[src/rtl/demux_pkg.sv]
// Shared constants for the 1-to-4 stream demultiplexer: channel count,
// select width, packet counter width and FSM state encodings.
package demux_pkg;

    localparam int unsigned NUM_CH = 4;
    localparam int unsigned SEL_W  = 2;
    localparam int unsigned CNT_W  = 8;

    localparam logic [0:0] ST_IDLE  = 1'b0;
    localparam logic [0:0] ST_ROUTE = 1'b1;

    // One-hot channel mask for a select value.
    function automatic logic [NUM_CH-1:0] sel_onehot(input logic [SEL_W-1:0] sel);
        return NUM_CH'(1) << sel;
    endfunction

endpackage

[src/rtl/out_slot.sv]
// One-entry output register (valid/data/last) for a single demux channel.
// A load always wins over a drain so drain-and-refill keeps the slot full.
module out_slot #(
    parameter int unsigned DATA_W = 8
) (
    input  logic              clk,
    input  logic              rst,
    input  logic              load_i,
    input  logic              drain_i,
    input  logic [DATA_W-1:0] data_i,
    input  logic              last_i,
    output logic              valid_o,
    output logic [DATA_W-1:0] data_o,
    output logic              last_o
);

    logic              valid_q, valid_d;
    logic [DATA_W-1:0] data_q, data_d;
    logic              last_q, last_d;

    // Data/last only change on load so they hold while the slot is empty.
    always_comb begin
        valid_d = valid_q;
        data_d  = data_q;
        last_d  = last_q;
        if (load_i) begin
            valid_d = 1'b1;
            data_d  = data_i;
            last_d  = last_i;
        end else if (drain_i) begin
            valid_d = 1'b0;
        end
    end

    always_ff @(posedge clk) begin
        if (rst) begin
            valid_q <= 1'b0;
            data_q  <= '0;
            last_q  <= 1'b0;
        end else begin
            valid_q <= valid_d;
            data_q  <= data_d;
            last_q  <= last_d;
        end
    end

    assign valid_o = valid_q;
    assign data_o  = data_q;
    assign last_o  = last_q;

endmodule

[src/rtl/stream_demux_1to4.sv]
// Packet-aware 1-to-4 stream demultiplexer: the channel is chosen on a
// packet's first beat and locked until the last beat is accepted.
module stream_demux_1to4
    import demux_pkg::*;
#(
    parameter int unsigned DATA_W = 8
) (
    input  logic                     clk,
    input  logic                     rst,
    input  logic                     in_valid,
    output logic                     in_ready,
    input  logic [DATA_W-1:0]        in_data,
    input  logic [SEL_W-1:0]         in_sel,
    input  logic                     in_last,
    output logic [NUM_CH-1:0]        out_valid,
    input  logic [NUM_CH-1:0]        out_ready,
    output logic [NUM_CH*DATA_W-1:0] out_data,
    output logic [NUM_CH-1:0]        out_last,
    output logic                     busy,
    output logic [CNT_W-1:0]         pkt_cnt
);

    logic [0:0]       state_q, state_d;
    logic [SEL_W-1:0] cur_sel_q, cur_sel_d;
    logic [CNT_W-1:0] pkt_cnt_q, pkt_cnt_d;

    logic [SEL_W-1:0]  tgt_sel;
    logic              accept;
    logic [NUM_CH-1:0] load;
    logic [NUM_CH-1:0] slot_valid;

    // Target is the live select in IDLE and the locked select inside a packet.
    always_comb begin
        tgt_sel  = (state_q == ST_ROUTE) ? cur_sel_q : in_sel;
        in_ready = !rst && (!slot_valid[tgt_sel] || out_ready[tgt_sel]);
        accept   = in_valid && in_ready;
        load     = accept ? sel_onehot(tgt_sel) : '0;
    end

    always_comb begin
        state_d   = state_q;
        cur_sel_d = cur_sel_q;
        pkt_cnt_d = pkt_cnt_q;
        if (accept) begin
            if (in_last) begin
                state_d   = ST_IDLE;
                pkt_cnt_d = pkt_cnt_q + CNT_W'(1);
            end else if (state_q == ST_IDLE) begin
                state_d   = ST_ROUTE;
                cur_sel_d = in_sel;
            end
        end
    end

    always_ff @(posedge clk) begin
        if (rst) begin
            state_q   <= ST_IDLE;
            cur_sel_q <= '0;
            pkt_cnt_q <= '0;
        end else begin
            state_q   <= state_d;
            cur_sel_q <= cur_sel_d;
            pkt_cnt_q <= pkt_cnt_d;
        end
    end

    for (genvar ch = 0; ch < NUM_CH; ch++) begin : g_slot
        out_slot #(
            .DATA_W (DATA_W)
        ) u_slot (
            .clk     (clk),
            .rst     (rst),
            .load_i  (load[ch]),
            .drain_i (out_ready[ch]),
            .data_i  (in_data),
            .last_i  (in_last),
            .valid_o (slot_valid[ch]),
            .data_o  (out_data[ch*DATA_W +: DATA_W]),
            .last_o  (out_last[ch])
        );
    end

    assign out_valid = slot_valid;
    assign busy      = (state_q == ST_ROUTE);
    assign pkt_cnt   = pkt_cnt_q;

endmodule

[config.mk]
export PLATFORM = sky130hd
export DESIGN_NAME = stream_demux_1to4
export DESIGN_NICKNAME = d
export VERILOG_FILES = /design/src/rtl/demux_pkg.sv /design/src/rtl/out_slot.sv /design/src/rtl/stream_demux_1to4.sv
export SDC_FILE = /design/constraint.sdc
export NUM_CORES = 1
export LEC_CHECK = 0
export CORE_MARGIN = 3
export CORE_UTILIZATION = 40
export DETAILED_ROUTE_END_ITERATION = 8
export PLACE_DENSITY = 0.74
export SLEW_MARGIN = 20
export SYNTH_ARGS = -nofsm -noshare
export SYNTH_HDL_FRONTEND = slang
export SYNTH_HIERARCHICAL = 1
export SYNTH_SLANG_ARGS = --single-unit
[constraint.sdc]
create_clock -name clk -period 1.9 [get_ports clk]
set_input_delay 0.285 -clock clk [delete_from_list [all_inputs] [get_ports clk]]
set_output_delay 0.285 -clock clk [all_outputs]
set_load 0.02 [all_outputs]
* Word-level counts from Yosys, hierarchy flattened
Cells that the tools add are included.
** Cells by class
- $lt $le $gt $ge :: 1
- Reduce and logical (&&, ||, !) cells :: 11
- Add/sub/neg operators :: 1
- Bitwise logic cells :: 1
- Shift-type cells :: 1
- Muxes and demuxes :: 15
** Operators with widths (number)
- $mux 1 :: 11
- $add 8x1->8 const B :: 1
- $reduce_bool 2->1 :: 4
- $bmux 1 s2 :: 2
- $mux 4 :: 1
- $reduce_and 2->1 :: 2
- $shl 1x2->4 const A :: 1
- $lt 2x3->1 const B :: 1
- $logic_and 1x1->1 :: 2
- $logic_not 1->1 :: 2
- $mux 2 :: 1
- $logic_or 1x1->1 :: 1
- $not 1->1 :: 1
** Word-level totals
- Input port bits :: 18
- Bits in registers :: 51
- Output and inout bits :: 50

* Logic depth before layout (Yosys ltp)
Gate-level depths: netlist of run 1.
- Depth after elaboration :: 9
- Gate-level depth with buffers :: 7
- Depth with buffers taken out :: 6

* Cells and area by module
The synthesis of run 1 kept the hierarchy.
** Modules (own cells, without submodules)
- out_slot :: times used 4, sequential area each 200.2 sq um, cells each 33, area an instance 355.3 sq um
- stream_demux_1to4 :: times used 1, sequential area each 220.2 sq um, cells each 80, area an instance 655.6 sq um

* Worst setup path after synthesis of run 1
Ideal clock, no wire load.
- Path kind :: flip-flop to flip-flop
- Start :: register state_q, in the netlist busy
- End :: register g_slot[1].u_slot.data_q[0]
- Data arrival time :: 1959 ps
- Slack :: -177 ps
- Cell stages (with the launch flop) :: 8
- Period minus slack after synthesis :: 2077 ps
- Path through :: dfxtp_1 > mux2i_2 > mux2i_1 > nand2_1 > nor3b_1 > buf_6 > mux2i_1 > nor2_1
** Between the ends
- Word-level cells in the longest chain between the ends :: 8
- Elaborated cells on any way between the ends :: 11
** Ends and longest elaborated chain
- start: declaration :: line stream_demux_1to4.sv:23 : logic [0:0] state_q, state_d;
- start signal: assignment :: line stream_demux_1to4.sv:61 : state_q <= state_d;
- $mux 2 (*)
- $bmux 1 s2 :: line stream_demux_1to4.sv:35 : in_ready = !rst && (!slot_valid[tgt_sel] || out_ready[tgt_sel]);
- $mux 1 (not written as such) :: line stream_demux_1to4.sv:35
- $logic_not 1->1 :: line stream_demux_1to4.sv:35
- $logic_or 1x1->1 :: line stream_demux_1to4.sv:35
- $logic_and 1x1->1 :: line stream_demux_1to4.sv:35
- $logic_and 1x1->1 :: line stream_demux_1to4.sv:36 : accept = in_valid && in_ready;
- $mux 4 (*) :: line stream_demux_1to4.sv:37 : load = accept ? sel_onehot(tgt_sel) : '0;
- via load[1] :: line stream_demux_1to4.sv:29 : logic [NUM_CH-1:0] load;
- end signal: assignment :: line out_slot.sv:42 : data_q <= data_d;
- end: declaration :: line out_slot.sv:18 : logic [DATA_W-1:0] data_q, data_d;
Mark *: on every way through the listed nets, which the timed path passes. The rest lies on a longest branch. The select of a mux whose other input is x is not followed.
A chain may end at the register's enable or synchronous reset.

* Final worst setup path of run 1
- Start :: register state_q, in the netlist busy
- End :: register cur_sel_q[1]
** Between the ends
- Word-level cells in the longest chain between the ends :: 8
- Elaborated cells on any way between the ends :: 10
** Ends and longest elaborated chain
- $mux 2 (*)
- $bmux 1 s2 :: line stream_demux_1to4.sv:35
- $mux 1 (not written as such) :: line stream_demux_1to4.sv:35
- $logic_not 1->1 :: line stream_demux_1to4.sv:35
- $logic_or 1x1->1 :: line stream_demux_1to4.sv:35
- $logic_and 1x1->1 :: line stream_demux_1to4.sv:35
- $logic_and 1x1->1 :: line stream_demux_1to4.sv:36
- $reduce_and 2->1 (no source line)
- end signal: assignment :: line stream_demux_1to4.sv:62 : cur_sel_q <= cur_sel_d;
- end: declaration :: line stream_demux_1to4.sv:24 : logic [SEL_W-1:0] cur_sel_q, cur_sel_d;
Mark *: on every way between the ends. The rest lies on a longest branch, timed or not. The select of a mux whose other input is x is not followed.

==> results by group, run 1 <==
Setup path
  – Crit path kind: flop to flop
  – Required time of the worst setup path: 2.15 ns
  – CP peak stage delay: 0.37 ns
  – Max FO, Critical Path: 8
  – Reg2Reg Depth: 7
  – Startpoint types: flop
  – CP Data Arrival Time: ~2.2 ns
  – Slowest library cell on the worst path: dfxtp_4
  – Crit end category: flop
  – CP cell instances: mux2i_4 -> mux2i_2 -> buf_4 -> a22oi_2 -> buf_6 -> or3_4 -> a21oi_2

Final layout
  – P&R area growth vs syn: 53.2%
  – Ant diodes: 0
  – Share of layout cells above drive strength 1: 17.5%
  – Final net count: 315
  – Post-route cell area: 3180 sq um

GRT
  – Largest net degree at the start of global routing: 23
  – Initial antenna violation count: 0
  – Gr ovfl total: 0
  – First-pass GRT wire length: 8300 um
  – Overall Global Routing Usage: between 10% and 20%
  – Number of global-route vias before repair: 1,697

Logic synthesis
  – Post-synthesis net count: about 230
  – Cell variety after synth: 28
  – FF+latch count, synth: 51
  – Register area share after synthesis: 49.2%
  – Yosys warning count: 6
  – Synth Area per Inst: roughly 9.8 sq um
  – Synth Cell Area: around 2100 sq um
  – Post-Syn Instances: 212

Timing
  – Fmax: 521 MHz
  – Final Max Tran Viols: 0
  – RSZ-0062 raised after global routing: true
  – Final worst path period share: 101%
  – Final Hold Viols: 0
  – Setup WS post-layout: -0.0193 ns
  – Endpoints failing setup: 9
  – Tightest Pin Transition: between 0.4 and 0.5 ns
  – Min cycle time layout: 1.92 ns
  – Worst Skew: 0.00663 ns
  – Slew HR: 71.8%

Clock tree
  – CTS tree: built
  – Total CTS buffers: 5
  – Clock buffer depth: 2
  – Clk Latency, worst-skew pair: ~0.31 ns
  – Clk pin slew, worst setup/hold paths: 0.09 ns
  – Clk sink count: 51
  – H-tree Lvls: 2
  – Hold Buf Count CTS: 0
  – Root Buffer: clkbuf_8

Min path
  – Hold depth: 2
  – Hold Crit Class: input pin to flop

Drt
  – Avg Vias per Cell: around 4.9
  – 1st-pass router iterations: 4
  – Top Layer Used: met4
  – DR WL/cell: 14.1 um
  – Met3 WL: ~430 um
  – Met2 WL post-DR: approximately 2300 um
  – DRT met1 WL: 2340 um
  – WL final: 5120 um
  – Antenna viol nets, final: 0
  – Via count: 1,780
  – Drt drc: 0
  – DRT iter0 DRCs: 62

Placement
  – Post-DP HPWL: roughly 3400 um
  – IO buf count: 67
  – GPL Wtd Cong: 0.771
  – DP Worst Slack: -0.444 ns
  – Placed Area: ~2900 sq um

Power and ir drop
  – Leakage: 1.11 nW
  – Internal power: 0.00182 W
  – Pwr Density: 752 nW/um^2
  – Sw power: between 0.0005 and 0.0006 W
  – Max VDD drop: 0.471 mV
  – Power, Total: 0.00239 W
  – Register share of total power: 46.9%
  – Switching share of power: about a quarter
  – Clk pwr share: 37.2%
  – Comb power frac: 15.8%

Floorplanning
  – Area of the core: 4880 sq um
  – Ports: 68
  – Die Span X: approximately 78 um
  – Num rows: 25
  – Die area: 6090 sq um
  – DIE HEIGHT: 78.1 um
  – Initial core utilization: 42.6%

Run status
  – Failing checks: setup timing
  – Status: complete, but fails checks

Job
  – Max_cap viols: 0
==> final timing paths <==
| path | start | endpoint | slack, ns |
|---|---|---|---|
| setup reg to reg | busy | cur_sel_q[1] | -0.02 |
| hold / removal | rst | g_slot[0].u_slot/last_o | 0.32 |
| setup / recovery | busy | cur_sel_q[1] | -0.02 |
| hold reg to reg | g_slot[2].u_slot/valid_o | g_slot[2].u_slot/valid_o | 0.48 |
==> worst max-delay path: cells and delay by family, from the launching register on <==
family,cells,cell delay (ns)
AO/OA/AOI/OAI,2,0.24
multiplexers,2,0.56
flip-flops,1,0.37
buffers and inverters,2,0.36
AND/OR/NAND/NOR,1,0.33
==> flip-flops by register name (all words and copies together) (netlist names) <==
signal	cells
busy	1
pkt_cnt	8
cur_sel_q	2
g_slot.u_slot/valid_o	4
g_slot.u_slot/data_o	32
g_slot.u_slot/last_o	4
==> synthesized netlist by cell type <==
master | number | area [sq um]
dfxtp_1 | 51 | 1020
mux2i_1 | 41 | 410
nor2_1 | 40 | 150
a21oi_1 | 11 | 55.1
nor2b_1 | 7 | 43.8
o21ai_0 | 7 | 35.0
nand2_1 | 6 | 22.5
nand2b_1 | 6 | 37.5
or3_1 | 6 | 37.5
buf_6 | 5 | 56.3
clkbuf_2 | 4 | 20.0
inv_1 | 4 | 15.0
nand3_1 | 3 | 15.0
nand4_1 | 3 | 18.8
nor3_1 | 3 | 15.0
clkbuf_1 | 2 | 7.51
nor3b_1 | 2 | 15.0
a22oi_2 | 1 | 12.5
and2_1 | 1 | 6.26
and2b_1 | 1 | 7.51
buf_1 | 1 | 3.75
ha_1 | 1 | 12.5
mux2_2 | 1 | 11.3
mux2i_2 | 1 | 13.8
nor4_1 | 1 | 6.26
o21ba_2 | 1 | 10.0
o31a_1 | 1 | 8.76
or3b_2 | 1 | 8.76
==> per-layer routing <==
metal | vias to the layer above | GRT usage [%]
li1 | 887 | -
met1 | 834 | 22.7
met2 | 51 | 25.7
met3 | 8 | 7.68
met4 | 0 | 4.20
met5 | - | 0
==> through the flow <==
step | hold WS [ns] | utilization, % | setup TNS (ns) | instances
after floorplan | 0.432 | - | 0 | 212
after global placement | 0.463 | 59.8 | -12.64 | 351
after global routing | 0.322 | 65.2 | -3.50 | 364
final | 0.321 | 65.2 | -0.0581 | 364
after detailed placement | 0.470 | 59.8 | -15.78 | 351
after CTS | 0.306 | 63.7 | -0.0113 | 362
==> final cells by class <==
type | instances | area, sq um
Fill cell | 428 | 1700
Multi-Input combinational cell | 145 | 1060
Sequential cell | 51 | 1020
Timing Repair Buffer | 89 | 862
Tap cell | 67 | 83.8
Clock buffer | 5 | 68.8
Clock inverter | 3 | 66.3
Inverter | 4 | 15.0
==> power by group through the flow <==
stage / clock (W) / combinational [W] / sequential [W]
after global placement: 0 / 0.000326 / 0.00115
after detailed placement: 0 / 0.000330 / 0.00115
after CTS: 0.000910 / 0.000354 / 0.00112
after floorplan: 0 / 0.000142 / 0.00118
after global routing: 0.000953 / 0.000408 / 0.00113
final: 0.000890 / 0.000379 / 0.00112
==> cells in the final DEF, fill, tap and decap left out, types with 3 or more instances in the layout <==
cell type | synthesis | layout
nand3_1 | 3 | 3
or3_1 | 6 | 5
inv_1 | 4 | 4
buf_6 | 5 | 6
nand4_1 | 3 | 3
a21oi_1 | 11 | 9
buf_4 | 0 | 16
dfxtp_1 | 51 | 50
mux2i_1 | 41 | 38
nor2_1 | 40 | 40
nor2b_1 | 7 | 7
nand2_1 | 6 | 4
clkdlybuf4s50_1 | 0 | 64
o21ai_0 | 7 | 6
clkbuf_8 | 0 | 5
nand2b_1 | 6 | 6
==> kinds of logic (layout without fill, tap and decap cells) <==
kind of cell / after synthesis / after routing / synth area share, %
AOI/OAI and AO/OA: 21 / 21 / 5.84
adders and majority gates: 1 / 1 / 0.602
buffers and inverters: 16 / 101 / 4.94
DFF: 51 / 51 / 49.2
muxes: 43 / 43 / 21.0
and+or+nand+nor: 80 / 80 / 18.5
==> repair_timing <==
item	in CTS	in global routing
resized for setup	16	13
pin swaps	5	6
setup endpoints to repair	23	48
setup buffers	3	2
hold endpoints to repair	0	0
Power figures use the tool's default switching activity.
==> run 2, diff against run 1 <==
ABC_AREA = 1   (was default)
PLACE_DENSITY = 0.73   (was 0.74)
SLEW_MARGIN = 40   (was 20)
==> run 2 against run 1 <==
The run still ends with setup timing left. Combinational power grew 33%. Flip-flop and latch count is the same. Total power grew 2.2%. Final area grew 8.4%. Count of clock-buffer cells in the layout grew 1. Die area grew 4.7%. Sequential share of layout area shrank 2.5 points. Register-to-register slack is essentially flat. First-iteration DRC count grew 74%. Critical endpoint is now g_slot[2].u_slot/data_o[2].
==> results by group, run 2 <==
Run status
  – Failing checks: setup timing (unchanged)
  – Status: complete, but fails checks (unchanged)

Job
  – Max_cap viols: 0 (unchanged)

Setup path
  – CP peak stage delay: 0.41 ns (was 0.37 ns)
  – Startpoint types: flop (unchanged)
  – Top delay family on crit path: simple AND/OR/NAND/NOR gates (was multiplexers)
  – Crit end category: flop (unchanged)
  – CP Data Arrival Time: 2.11 ns (was 2.17 ns)
  – Max FO, Critical Path: 10 (was 8)
  – Crit path kind: flop to flop (unchanged)
  – CP cell instances: nand2_1 -> nand2_4 -> nand3_1 -> nand2_2 -> nor2_4 -> a21oi_4 -> buf_6 -> nand2_8 -> nor3_4 -> buf_6 -> inv_6 -> nor2_1 -> nor2_1 (was mux2i_4 -> mux2i_2 -> buf_4 -> a22oi_2 -> buf_6 -> or3_4 -> a21oi_2)
  – Bufs and invs on worst path: 3 (was 2)
  – Slowest library cell on the worst path: dfxtp_4 (unchanged)
  – Required time of the worst setup path: 2.10 ns (was 2.15 ns)

Clock tree
  – Total CTS buffers: 5 (unchanged)
  – Hold Buf Count CTS: 0 (unchanged)
  – Clk sink count: 51 (unchanged)
  – Clk Latency, worst-skew pair: 0.30 ns (was 0.31 ns)
  – CTS tree: built (unchanged)
  – Clock buffer depth: 2 (unchanged)
  – Root Buffer: clkbuf_8 (unchanged)
  – Clk pin slew, worst setup/hold paths: 0.09 ns (about the same)
  – H-tree Lvls: 2 (unchanged)

Timing
  – Final Max Tran Viols: 0 (unchanged)
  – Min cycle time layout: 1.91 ns (was 1.92 ns)
  – Setup WS post-layout: -0.0123 ns (was -0.0193 ns)
  – Tightest Pin Transition: 0.364 ns (was 0.423 ns)
  – Final worst path period share: 101% (about the same)
  – Final Hold Viols: 0 (unchanged)
  – Worst Skew: 0.00732 ns (was 0.00663 ns)
  – RSZ-0062 raised after global routing: true (unchanged)
  – Endpoints failing setup: 1 (was 9)
  – Fmax: 523 MHz (was 521 MHz)
  – Slew HR: 75.7% (was 71.8%)

Floorplanning
  – Ports: 68 (unchanged)
  – DIE HEIGHT: 79.9 um (was 78.1 um)
  – Area of the core: 5200 sq um (was 4880 sq um)
  – Die Span X: 79.9 um (was 78.1 um)
  – Num rows: 26 (was 25)
  – Die area: 6380 sq um (was 6090 sq um)
  – Initial core utilization: 41.9% (was 42.6%)

Final layout
  – Most common cell after layout, fill and taps aside: clkdlybuf4s50_1 (unchanged)
  – P&R area growth vs syn: 58.0% (was 53.2%)
  – Fill cells: 438 (was 428)
  – Ant diodes: 0 (unchanged)
  – Share of layout cells above drive strength 1: 26.4% (was 17.5%)
  – Max FFs per register: 32 (unchanged)
  – Final net count: 412 (was 315)
  – Commonest non-fill, non-tap cells in the layout: clkdlybuf4s50_1 (64), nor2_1 (63), dfxtp_1 (50), o21ai_0 (36), nand2_1 (31) (was clkdlybuf4s50_1 (64), dfxtp_1 (50), nor2_1 (40), mux2i_1 (38), buf_4 (16))
  – Util after Layout: 66.3% (was 65.2%)

Logic synthesis
  – Synth area leaders: dfxtp_1 (47%), nor2_1 (15%), o21ai_0 (8.3%) (was dfxtp_1 (49%), mux2i_1 (20%), nor2_1 (7.2%))
  – Yosys warning count: 6 (unchanged)
  – Yosys top cell by area: dfxtp_1 (unchanged)
  – FF+latch count, synth: 51 (unchanged)
  – Synth Area per Inst: 7.40 sq um (was 9.80 sq um)
  – Post-synthesis net count: 314 (was 231)
  – Cell variety after synth: 23 (was 28)
  – Fraction of registers with async set/reset: 0% (unchanged)
  – Most common cell in the netlist: nor2_1 (was dfxtp_1)
  – Top cell type's share of synthesized area: 46.8% (was 49.2%)
  – Register area share after synthesis: 46.8% (was 49.2%)
  – Main synth FF type: dfxtp_1 (unchanged)
  – Synth Cell Area: 2180 sq um (was 2080 sq um)
  – EDFF count, synth: 0 (unchanged)
  – Post-Syn Instances: 295 (was 212)
  – Synth top cells by count: nor2_1 (89), dfxtp_1 (51), nand2_1 (39) (was dfxtp_1 (51), mux2i_1 (41), nor2_1 (40))

Drt
  – Antenna viol nets, final: 0 (unchanged)
  – DR WL/cell: 14.0 um (was 14.1 um)
  – 1st-pass router iterations: 4 (unchanged)
  – WL final: 6490 um (was 5120 um)
  – Via count: 2,247 (was 1,780)
  – Avg Vias per Cell: 4.84 (was 4.89)
  – Drt drc: 0 (unchanged)
  – DRT iter0 DRCs: 108 (was 62)

GRT
  – Gr ovfl total: 0 (unchanged)
  – Overall Global Routing Usage: 20.6% (was 17.2%)
  – Initial antenna violation count: 0 (unchanged)
  – First-pass GRT wire length: 10,300 um (was 8300 um)
  – Number of global-route vias before repair: 2,262 (was 1,697)
  – Largest net degree at the start of global routing: 17 (was 23)

Power and ir drop
  – Max VDD drop: 0.595 mV (was 0.471 mV)
  – Leakage: 1.50 nW (was 1.11 nW)
  – Pwr Density: 709 nW/um^2 (was 752 nW/um^2)

Placement
  – DP Worst Slack: -0.440 ns (was -0.444 ns)
  – Post-DP HPWL: 4330 um (was 3430 um)
  – IO buf count: 67 (unchanged)
  – GPL Wtd Cong: 0.780 (was 0.771)

Min path
  – Hold Crit Class: flop to flop (was input pin to flop)
## run 2: cell count changes after synthesis, sizes merged, moves of 6 or more
cell	previous run	this run
nand2	6	48
or3	6	0
o21ai	7	36
nand2b	6	0
inv	4	32
mux2i	42	0
nor2b	7	0
nor2	40	90
clkbuf	6	0
## run 2: worst paths after layout
check,startpoint,to,slack (ns),cells past startpoint
setup / recovery,busy,g_slot[2].u_slot/data_o[2],-0.01,13
hold / removal,g_slot[2].u_slot/data_o[1],g_slot[2].u_slot/data_o[1],0.51,2
setup reg to reg,busy,g_slot[2].u_slot/data_o[2],-0.01,13
hold reg to reg,g_slot[2].u_slot/data_o[1],g_slot[2].u_slot/data_o[1],0.51,2
## run 2: layer usage
layer / GRT usage [%] / vias to the layer above / share of wire [%]
li1: - / 1130 / -
met1: 24.6 / 1042 / 42
met2: 34.7 / 63 / 49
met3: 6.55 / 12 / 6.8
met4: 7.09 / 0 / 2.1
met5: 0 / - / 0
## run 2: logic make-up (layout without fill, tap and decap cells)
family | count (synthesis) | after routing | synth area share (%)
AOI/OAI and AO/OA | 46 | 46 | 11.7
adders and majority gates | 1 | 1 | 0.573
buffers and inverters | 38 | 137 | 9.05
DFF | 51 | 51 | 46.8
and+or+nand+nor | 159 | 159 | 31.9
## run 2: where the power goes
| group | internal [W] | switching (W) |
|---|---|---|
| registers | 0.00112 | 0.0000324 |
| clock network | 0.000433 | 0.000358 |
| logic | 0.000225 | 0.000279 |
| total | 0.00178 | 0.000669 |
## run 2: cell type report
class / instances / area, sq um / share of cell area [%]
multi-input cells: 206 / 1160 / 33.7
clock inverters: 2 / 38.8 / 1.12
flip-flops and latches: 51 / 1020 / 29.7
repair buffers: 97 / 905 / 26.2
inverters: 32 / 150 / 4.35
well taps: 70 / 87.6 / 2.54
clock buffers: 6 / 82.6 / 2.39
## run 2: repair_timing
action,CTS,global route
resized for setup,30,46
gates cloned,3,1
pin swaps,6,3
buffers inserted,3,3
endpoints found under the setup margin,39,41
## run 2: tightest hold or removal path: cells and delay by family, from the launching register on
family | cells | cell delay, ns
AO/OA/AOI/OAI | 1 | 0.07
AND/OR/NAND/NOR | 1 | 0.07
flip-flops | 1 | 0.34
## run 2: stage by stage
stage	TNS (ns)	std cells	total power (W)	hold WS [ns]	instance area (sq um)
2_1_floorplan	0	295	0.00138	0.347	2190
3_3_place_gp	-13.15	446	0.00159	0.477	3040
3_5_place_dp	-16.00	446	0.00160	0.487	3040
4_1_cts	-0.0140	460	0.00243	0.511	3310
5_1_grt	-2.93	464	0.00255	0.542	3450
6_report	-0.0123	464	0.00245	0.509	3450
==> run 3, diff against run 2 <==
ABC_CLOCK_PERIOD_IN_PS = 1900   (was default)
==> results of run 3 <==
The final DEF is identical to that of run 2; final timing and power are the same.
